### src/rtl/wb_arb_pkg.sv
// Shared types and constants for the Ibex-to-Wishbone arbiter.
package wb_arb_pkg;

    typedef enum logic [1:0] {
        IDLE = 2'd0,
        REQ  = 2'd1,
        WAIT = 2'd2
    } state_t;

    typedef enum logic {
        OWN_INSTR = 1'b0,
        OWN_DATA  = 1'b1
    } owner_t;

    // Wide enough for any sane DW; users slice off DW/8 bits.
    localparam int SEL_MAX_W = 64;
    localparam logic [SEL_MAX_W-1:0] SEL_FULL = '1;

endpackage

### src/rtl/wb_core_arbiter_if.sv
// Core-side request ports plus the Wishbone master port of the arbiter.
// master = arbiter view, slave = the core and Wishbone bus around it.
interface wb_core_arbiter_if #(
    parameter int AW = 32,
    parameter int DW = 32
);
    localparam int SW = DW / 8;

    logic          instr_req;
    logic          instr_gnt;
    logic          instr_rvalid;
    logic [AW-1:0] instr_addr;
    logic [DW-1:0] instr_rdata;
    logic          instr_err;

    logic          data_req;
    logic          data_gnt;
    logic          data_rvalid;
    logic [AW-1:0] data_addr;
    logic [DW-1:0] data_rdata;
    logic          data_err;
    logic          data_we;
    logic [SW-1:0] data_be;
    logic [DW-1:0] data_wdata;

    logic          wb_cyc;
    logic          wb_stb;
    logic          wb_we;
    logic [AW-1:0] wb_adr;
    logic [SW-1:0] wb_sel;
    logic [DW-1:0] wb_dat_o;
    logic [DW-1:0] wb_dat_i;
    logic          wb_ack;
    logic          wb_err;
    logic          wb_stall;

    modport master (
        input  instr_req, instr_addr,
        input  data_req, data_addr, data_we, data_be, data_wdata,
        input  wb_dat_i, wb_ack, wb_err, wb_stall,
        output instr_gnt, instr_rvalid, instr_rdata, instr_err,
        output data_gnt, data_rvalid, data_rdata, data_err,
        output wb_cyc, wb_stb, wb_we, wb_adr, wb_sel, wb_dat_o
    );

    modport slave (
        output instr_req, instr_addr,
        output data_req, data_addr, data_we, data_be, data_wdata,
        output wb_dat_i, wb_ack, wb_err, wb_stall,
        input  instr_gnt, instr_rvalid, instr_rdata, instr_err,
        input  data_gnt, data_rvalid, data_rdata, data_err,
        input  wb_cyc, wb_stb, wb_we, wb_adr, wb_sel, wb_dat_o
    );

endinterface

### src/rtl/wb_arb2.sv
// Two-input grant selection (bit 0 = instr, bit 1 = data).
// WB_ARB_RR_EN selects round-robin; otherwise data has fixed priority.
module wb_arb2
    import wb_arb_pkg::*;
(
    input  logic [1:0] req,
    input  owner_t     last,
    input  logic       en,
    output logic [1:0] grant
);

`ifdef WB_ARB_RR_EN
    always_comb begin
        grant = 2'b00;
        if (en) begin
            if (&req) begin
                grant = (last == OWN_INSTR) ? 2'b10 : 2'b01;
            end else begin
                grant = req;
            end
        end
    end
`else
    logic last_unused;
    assign last_unused = last;

    always_comb begin
        grant = 2'b00;
        if (en) begin
            if (req[1]) begin
                grant = 2'b10;
            end else if (req[0]) begin
                grant = 2'b01;
            end
        end
    end
`endif

endmodule

### src/rtl/wb_core_arbiter.sv
// Shares one Wishbone B4 pipelined master between Ibex fetch and LSU ports,
// one transaction outstanding at a time. Arbitration mode set by WB_ARB_RR_EN.
//
//   state | meaning
//   IDLE  | no transaction; grant a requester and latch its request
//   REQ   | cyc=1 stb=1, waiting for the slave to take the request (!stall)
//   WAIT  | cyc=1 stb=0, waiting for ack/err; response registered on arrival
module wb_core_arbiter
    import wb_arb_pkg::*;
#(
    parameter int AW = 32,
    parameter int DW = 32
) (
    input  logic               clk,
    input  logic               rst,
    wb_core_arbiter_if.master  bus
);
    localparam int SW = DW / 8;

    state_t     state;
    owner_t     owner;
    logic [1:0] req;
    logic [1:0] grant;
    logic       arb_en;

    assign req    = {bus.data_req, bus.instr_req};
    assign arb_en = (state == IDLE) && !rst;

    // owner doubles as the last-served pointer: it only changes on a grant.
    wb_arb2 u_arb (
        .req   (req),
        .last  (owner),
        .en    (arb_en),
        .grant (grant)
    );

    assign bus.instr_gnt = grant[0];
    assign bus.data_gnt  = grant[1];

    always_ff @(posedge clk) begin
        if (rst) begin
            state            <= IDLE;
            owner            <= OWN_INSTR;
            bus.instr_rvalid <= 1'b0;
            bus.instr_rdata  <= '0;
            bus.instr_err    <= 1'b0;
            bus.data_rvalid  <= 1'b0;
            bus.data_rdata   <= '0;
            bus.data_err     <= 1'b0;
            bus.wb_cyc       <= 1'b0;
            bus.wb_stb       <= 1'b0;
            bus.wb_we        <= 1'b0;
            bus.wb_adr       <= '0;
            bus.wb_sel       <= '0;
            bus.wb_dat_o     <= '0;
        end else begin
            bus.instr_rvalid <= 1'b0;
            bus.data_rvalid  <= 1'b0;
            case (state)
                IDLE: begin
                    if (grant[1]) begin
                        owner        <= OWN_DATA;
                        bus.wb_adr   <= bus.data_addr;
                        bus.wb_we    <= bus.data_we;
                        bus.wb_sel   <= bus.data_be;
                        bus.wb_dat_o <= bus.data_wdata;
                        bus.wb_cyc   <= 1'b1;
                        bus.wb_stb   <= 1'b1;
                        state        <= REQ;
                    end else if (grant[0]) begin
                        owner        <= OWN_INSTR;
                        bus.wb_adr   <= bus.instr_addr;
                        bus.wb_we    <= 1'b0;
                        bus.wb_sel   <= SEL_FULL[SW-1:0];
                        bus.wb_dat_o <= '0;
                        bus.wb_cyc   <= 1'b1;
                        bus.wb_stb   <= 1'b1;
                        state        <= REQ;
                    end
                end
                REQ: begin
                    if (!bus.wb_stall) begin
                        bus.wb_stb <= 1'b0;
                        state      <= WAIT;
                    end
                end
                WAIT: begin
                    if (bus.wb_ack || bus.wb_err) begin
                        bus.wb_cyc <= 1'b0;
                        if (owner == OWN_DATA) begin
                            bus.data_rdata  <= bus.wb_dat_i;
                            bus.data_err    <= bus.wb_err;
                            bus.data_rvalid <= 1'b1;
                        end else begin
                            bus.instr_rdata  <= bus.wb_dat_i;
                            bus.instr_err    <= bus.wb_err;
                            bus.instr_rvalid <= 1'b1;
                        end
                        state <= IDLE;
                    end
                end
                default: state <= IDLE;
            endcase
        end
    end

endmodule
### src/flat_wrapper.sv
// flat-port wrapper written by rule: the top's interface ports become plain ports
module wb_core_arbiter_flat import wb_arb_pkg::*;
#(
    parameter int AW = 32,
    parameter int DW = 32
)
  (clk, rst, bus_instr_req, bus_instr_addr, bus_data_req, bus_data_addr, bus_data_we, bus_data_be, bus_data_wdata, bus_wb_dat_i, bus_wb_ack, bus_wb_err, bus_wb_stall, bus_instr_gnt, bus_instr_rvalid, bus_instr_rdata, bus_instr_err, bus_data_gnt, bus_data_rvalid, bus_data_rdata, bus_data_err, bus_wb_cyc, bus_wb_stb, bus_wb_we, bus_wb_adr, bus_wb_sel, bus_wb_dat_o);
  wb_core_arbiter_if #(.AW(AW), .DW(DW)) bus_i ();
  input  logic clk;
  input  logic rst;
  input wire logic [$bits(bus_i.instr_req)-1:0] bus_instr_req;
  input wire logic [$bits(bus_i.instr_addr)-1:0] bus_instr_addr;
  input wire logic [$bits(bus_i.data_req)-1:0] bus_data_req;
  input wire logic [$bits(bus_i.data_addr)-1:0] bus_data_addr;
  input wire logic [$bits(bus_i.data_we)-1:0] bus_data_we;
  input wire logic [$bits(bus_i.data_be)-1:0] bus_data_be;
  input wire logic [$bits(bus_i.data_wdata)-1:0] bus_data_wdata;
  input wire logic [$bits(bus_i.wb_dat_i)-1:0] bus_wb_dat_i;
  input wire logic [$bits(bus_i.wb_ack)-1:0] bus_wb_ack;
  input wire logic [$bits(bus_i.wb_err)-1:0] bus_wb_err;
  input wire logic [$bits(bus_i.wb_stall)-1:0] bus_wb_stall;
  output wire logic [$bits(bus_i.instr_gnt)-1:0] bus_instr_gnt;
  output wire logic [$bits(bus_i.instr_rvalid)-1:0] bus_instr_rvalid;
  output wire logic [$bits(bus_i.instr_rdata)-1:0] bus_instr_rdata;
  output wire logic [$bits(bus_i.instr_err)-1:0] bus_instr_err;
  output wire logic [$bits(bus_i.data_gnt)-1:0] bus_data_gnt;
  output wire logic [$bits(bus_i.data_rvalid)-1:0] bus_data_rvalid;
  output wire logic [$bits(bus_i.data_rdata)-1:0] bus_data_rdata;
  output wire logic [$bits(bus_i.data_err)-1:0] bus_data_err;
  output wire logic [$bits(bus_i.wb_cyc)-1:0] bus_wb_cyc;
  output wire logic [$bits(bus_i.wb_stb)-1:0] bus_wb_stb;
  output wire logic [$bits(bus_i.wb_we)-1:0] bus_wb_we;
  output wire logic [$bits(bus_i.wb_adr)-1:0] bus_wb_adr;
  output wire logic [$bits(bus_i.wb_sel)-1:0] bus_wb_sel;
  output wire logic [$bits(bus_i.wb_dat_o)-1:0] bus_wb_dat_o;
  assign bus_i.instr_req = bus_instr_req;
  assign bus_i.instr_addr = bus_instr_addr;
  assign bus_i.data_req = bus_data_req;
  assign bus_i.data_addr = bus_data_addr;
  assign bus_i.data_we = bus_data_we;
  assign bus_i.data_be = bus_data_be;
  assign bus_i.data_wdata = bus_data_wdata;
  assign bus_i.wb_dat_i = bus_wb_dat_i;
  assign bus_i.wb_ack = bus_wb_ack;
  assign bus_i.wb_err = bus_wb_err;
  assign bus_i.wb_stall = bus_wb_stall;
  assign bus_instr_gnt = bus_i.instr_gnt;
  assign bus_instr_rvalid = bus_i.instr_rvalid;
  assign bus_instr_rdata = bus_i.instr_rdata;
  assign bus_instr_err = bus_i.instr_err;
  assign bus_data_gnt = bus_i.data_gnt;
  assign bus_data_rvalid = bus_i.data_rvalid;
  assign bus_data_rdata = bus_i.data_rdata;
  assign bus_data_err = bus_i.data_err;
  assign bus_wb_cyc = bus_i.wb_cyc;
  assign bus_wb_stb = bus_i.wb_stb;
  assign bus_wb_we = bus_i.wb_we;
  assign bus_wb_adr = bus_i.wb_adr;
  assign bus_wb_sel = bus_i.wb_sel;
  assign bus_wb_dat_o = bus_i.wb_dat_o;
  wb_core_arbiter #(.AW(AW), .DW(DW)) u_core (.clk(clk), .rst(rst), .bus(bus_i));
endmodule
### config.mk
export PLATFORM = sky130hd
export DESIGN_NAME = wb_core_arbiter_flat
export DESIGN_NICKNAME = d
export VERILOG_FILES = /design/src/rtl/wb_arb_pkg.sv /design/src/rtl/wb_core_arbiter_if.sv /design/src/rtl/wb_arb2.sv /design/src/rtl/wb_core_arbiter.sv /design/src/flat_wrapper.sv
export SDC_FILE = /design/constraint.sdc
export NUM_CORES = 1
export LEC_CHECK = 0
export ABC_CLOCK_PERIOD_IN_PS = 1900
export CAP_MARGIN = 40
export CORE_MARGIN = 2
export CORE_UTILIZATION = 33
export CTS_CLUSTER_DIAMETER = 60
export DETAILED_ROUTE_END_ITERATION = 6
export DONT_BUFFER_PORTS = 1
export PLACE_DENSITY_LB_ADDON = 0.25
export SLEW_MARGIN = 20
export SYNTH_ARGS = -nofsm -noshare
export SYNTH_HDL_FRONTEND = slang
export SYNTH_SLANG_ARGS = --single-unit
### constraint.sdc
create_clock -name clk -period 1.9 [get_ports clk]
set_clock_uncertainty 0.1 [all_clocks]
set_input_delay 0.19 -clock clk [delete_from_list [all_inputs] [get_ports clk]]
set_output_delay 0.19 -clock clk [all_outputs]
set_load 0.02 [all_outputs]
==> impl_metrics.toml <==
[grt]
grt_usage_pct = 18.4
first_global_vias = 4698
grt_first_pass_wirelength_um = 25600
grt-ovfl-total = 0
grt_max_degree = 75
antenna_found_initial = 0

[critical_path]
worstSetupPathDepth = 3
setup.worst_path.class = "reg2out"
cp_num_buf_inv = 1
rr_endpoint = "u_core.state[1]"
worstPathArrival_ns = 1.47
path_max_fanout = 34
crit_path_start = "u_core.state[1]"
cp_top_family = "simple AND/OR/NAND/NOR gates"
worst_path_max_delay_cell = "dfxtp_1"
r2r_setup_slack_ns = 0.24
required_ns = 1.61
critPathCaptureType = "primary output"
r2r_start = "u_core.state[0]"
crit_path_max_incr_delay_ns = 0.35
crit_chain = "nor3_2 > and2_1 > buf_12"
worst_setup_path_start_kind = "flip-flop"
r2r_cells = 4
endpoint = "bus_data_gnt"

[placement]
portBuffers = 0
hpwl_um = 10800
globalplace.congestion = 0.756

[pwr]
pwr-share-comb_pct = 9.9
leakage_nw = 3.21
power_switching_mw = 2.09
pwr-share-seq_pct = 45.6
ir_worst_vdd_mv = 0.564
power_mw = 7.73
p_sw_share_pct = 27.0
powerDensity_mw_per_mm2 = 1050
p_int_mw = 5.64
power_frac_clock_pct = 44.5

[timing]
rsz0062_at_grt = "false"
post-route-period-util_pct = 92.8
worst-slew-pin-transition_ns = 0.770
fin_crit_ns = 1.76
fmax_mhz = 567
finalSetupViolCount = 0
maxSlewHeadroom_pct = 48.7
tns_ns = 0
hold_viol_final = 0
drv_slew = 0

[routing]
firstDrtPassIters = 5
drc = 0
vias = 4733
met1_length_um = 6670
first_iter_violations = 209
routedWlPerCell_um = 19.7
dr_wl_met2_um = 8340
final_antenna_net_count = 0
routed_via_density = 5.44
dr_wl_met3_um = 1790
routed_wl_um = 17100
top_layer_used = "met4"

[die]
ioPinCount = 281
start_util_pct = 33.7
fp.dieW_um = 134
dieArea_mm2 = 0.0180
fp-row-count = 47
die_h_um = 134
core_mm2 = 0.0166

[worst_hold_path]
hold_class = "in2reg"

[synth]
yosys_warnings = 0
synth_seq_cells = 142
synthArstFlopShare_pct = 0
yosys.area.top_type = "dfxtp_1"
synth.distinct_cells = 33
synth_most_common_cell = "dfxtp_1"
synthTopCellsByCount = "dfxtp_1, nand2_1, nor2_1"
synth_area_mm2 = 0.00558
synthFlopType = "dfxtp_1"
syn_nets = 703
ys_seq_area_share_pct = 50.9
postSynthAreaPerCell_um2 = 9.91
synth_top_area_share_pct = 50.9
synth_edf_count = 0
netlist_instances = 563
synthTopCellsByArea = "dfxtp_1, mux2i_1, a22o_1"

[clocking]
clock_latency_ns = 0.41
post_cts_buffers = 0
clk_path_buf_depth = 2
root_buffer = "clkbuf_16"
cts_tree = "built"
clkSinkCount = 142
cts_htree_levels = 4
numCtsBuffers = 17
clk_pin_slew_ns = 0.06

[cells_and_area]
nets = 777
n_antenna_cell = 0
drive_gt1_share_pct = 9.85
area_delta_synth_final_pct = 32.1

[status]
status = "finished clean"

[job]
drv_cap = 0
flip-flops by register name, indices dropped and copies added, names as in the netlist:
| name | cells |
|---|---|
| u_core.bus.instr_rvalid | 1 |
| u_core.bus.instr_err | 1 |
| u_core.bus.wb_adr | 32 |
| u_core.bus.data_err | 1 |
| u_core.bus.wb_cyc | 1 |
| u_core.bus.wb_dat_o | 32 |
| u_core.bus.data_rdata | 32 |
| u_core.state | 2 |
| u_core.bus.data_rvalid | 1 |
| u_core.owner | 1 |
| u_core.bus.wb_stb | 1 |
| u_core.bus.wb_we | 1 |
| u_core.bus.instr_rdata | 32 |
| u_core.bus.wb_sel | 4 |
logic make-up after synthesis:
group                  count (synthesis)  share of synthesized area [%]
AOI/OAI and AO/OA                    140                           21.9
and+or+nand+nor                      155                           13.9
muxes                                 34                           6.10
DFF                                  142                           50.9
buffers and inverters                 92                           7.08
per-stage QoR:
stage | utilization (%) | hold WS (ns) | area (µm²) | std cells | setup WS, ns
finish | 44.5 | 0.0172 | 7380 | 870 | 0.136
detailed placement | 34.5 | 0.179 | 5720 | 735 | 0.271
global route | 44.5 | 0.0104 | 7380 | 870 | 0.0319
global placement | 34.4 | 0.180 | 5710 | 734 | 0.149
CTS | 44.5 | 0.00172 | 7390 | 870 | 0.0774
floorplan | - | 0.223 | 5580 | 563 | 0.323
worst min path at each step:
stage	startpoint	endpoint	slack (ns)	depth (start not counted)
after floorplan	bus_data_wdata[0]	u_core.bus.wb_dat_o[0]	0.22	1
after global placement	rst	u_core.bus.data_rvalid	0.18	1
after detailed placement	rst	u_core.state[1]	0.18	1
after CTS	bus_data_req	u_core.owner	0.002	2
after global routing	bus_data_addr[9]	u_core.bus.wb_adr[9]	0.01	3
final	bus_data_req	u_core.owner	0.02	2
routing by layer:
metal  GRT usage [%]  up-vias
li1                -     2202
met1            19.6     2287
met2            32.3      227
met3            8.16       17
met4            6.78        0
met5               0        -
cells in the final DEF (no fill, tap or decap), types with 2 or more instances in the layout:
cell type / instances
buf_2: 2
o221a_2: 4
o21ai_0: 2
mux2i_1: 34
nor4_1: 32
clkinv_2: 3
a31o_2: 5
a31o_1: 28
buf_12: 2
dlygate4sd3_1: 100
bufinv_16: 3
inv_6: 4
a22o_1: 33
a221oi_1: 31
o22a_1: 32
clkinv_4: 3
nor2_2: 2
nand2_1: 39
clkbuf_16: 17
nor2_1: 36
inv_1: 31
nand2b_1: 34
dfxtp_1: 142
buf_4: 9
layout make-up:
cell class                      instances  area [µm²]
Clock inverter                         15         185
Tap cell                              220         275
Clock buffer                           17         425
Sequential cell                       142        2840
Timing Repair Buffer                  115        1160
Fill cell                            1524        9210
Multi-Input combinational cell        329        2370
Inverter                               32         120
timing repair:
item	in CTS	in global routing
endpoints found under the hold margin	120	0
hold buffers	103	0
endpoints found under the setup margin	1	0
resized for setup	1	0
power groups by stage:
stage / clock network (mW) / logic [mW] / registers [mW]
2_1_floorplan: 0 / 0.474 / 3.53
3_3_place_gp: 0 / 0.525 / 3.59
3_5_place_dp: 0 / 0.543 / 3.59
4_1_cts: 3.53 / 0.765 / 3.53
5_1_grt: 3.67 / 0.836 / 3.54
6_report: 3.44 / 0.766 / 3.52
Power figures use the tool's default switching activity.
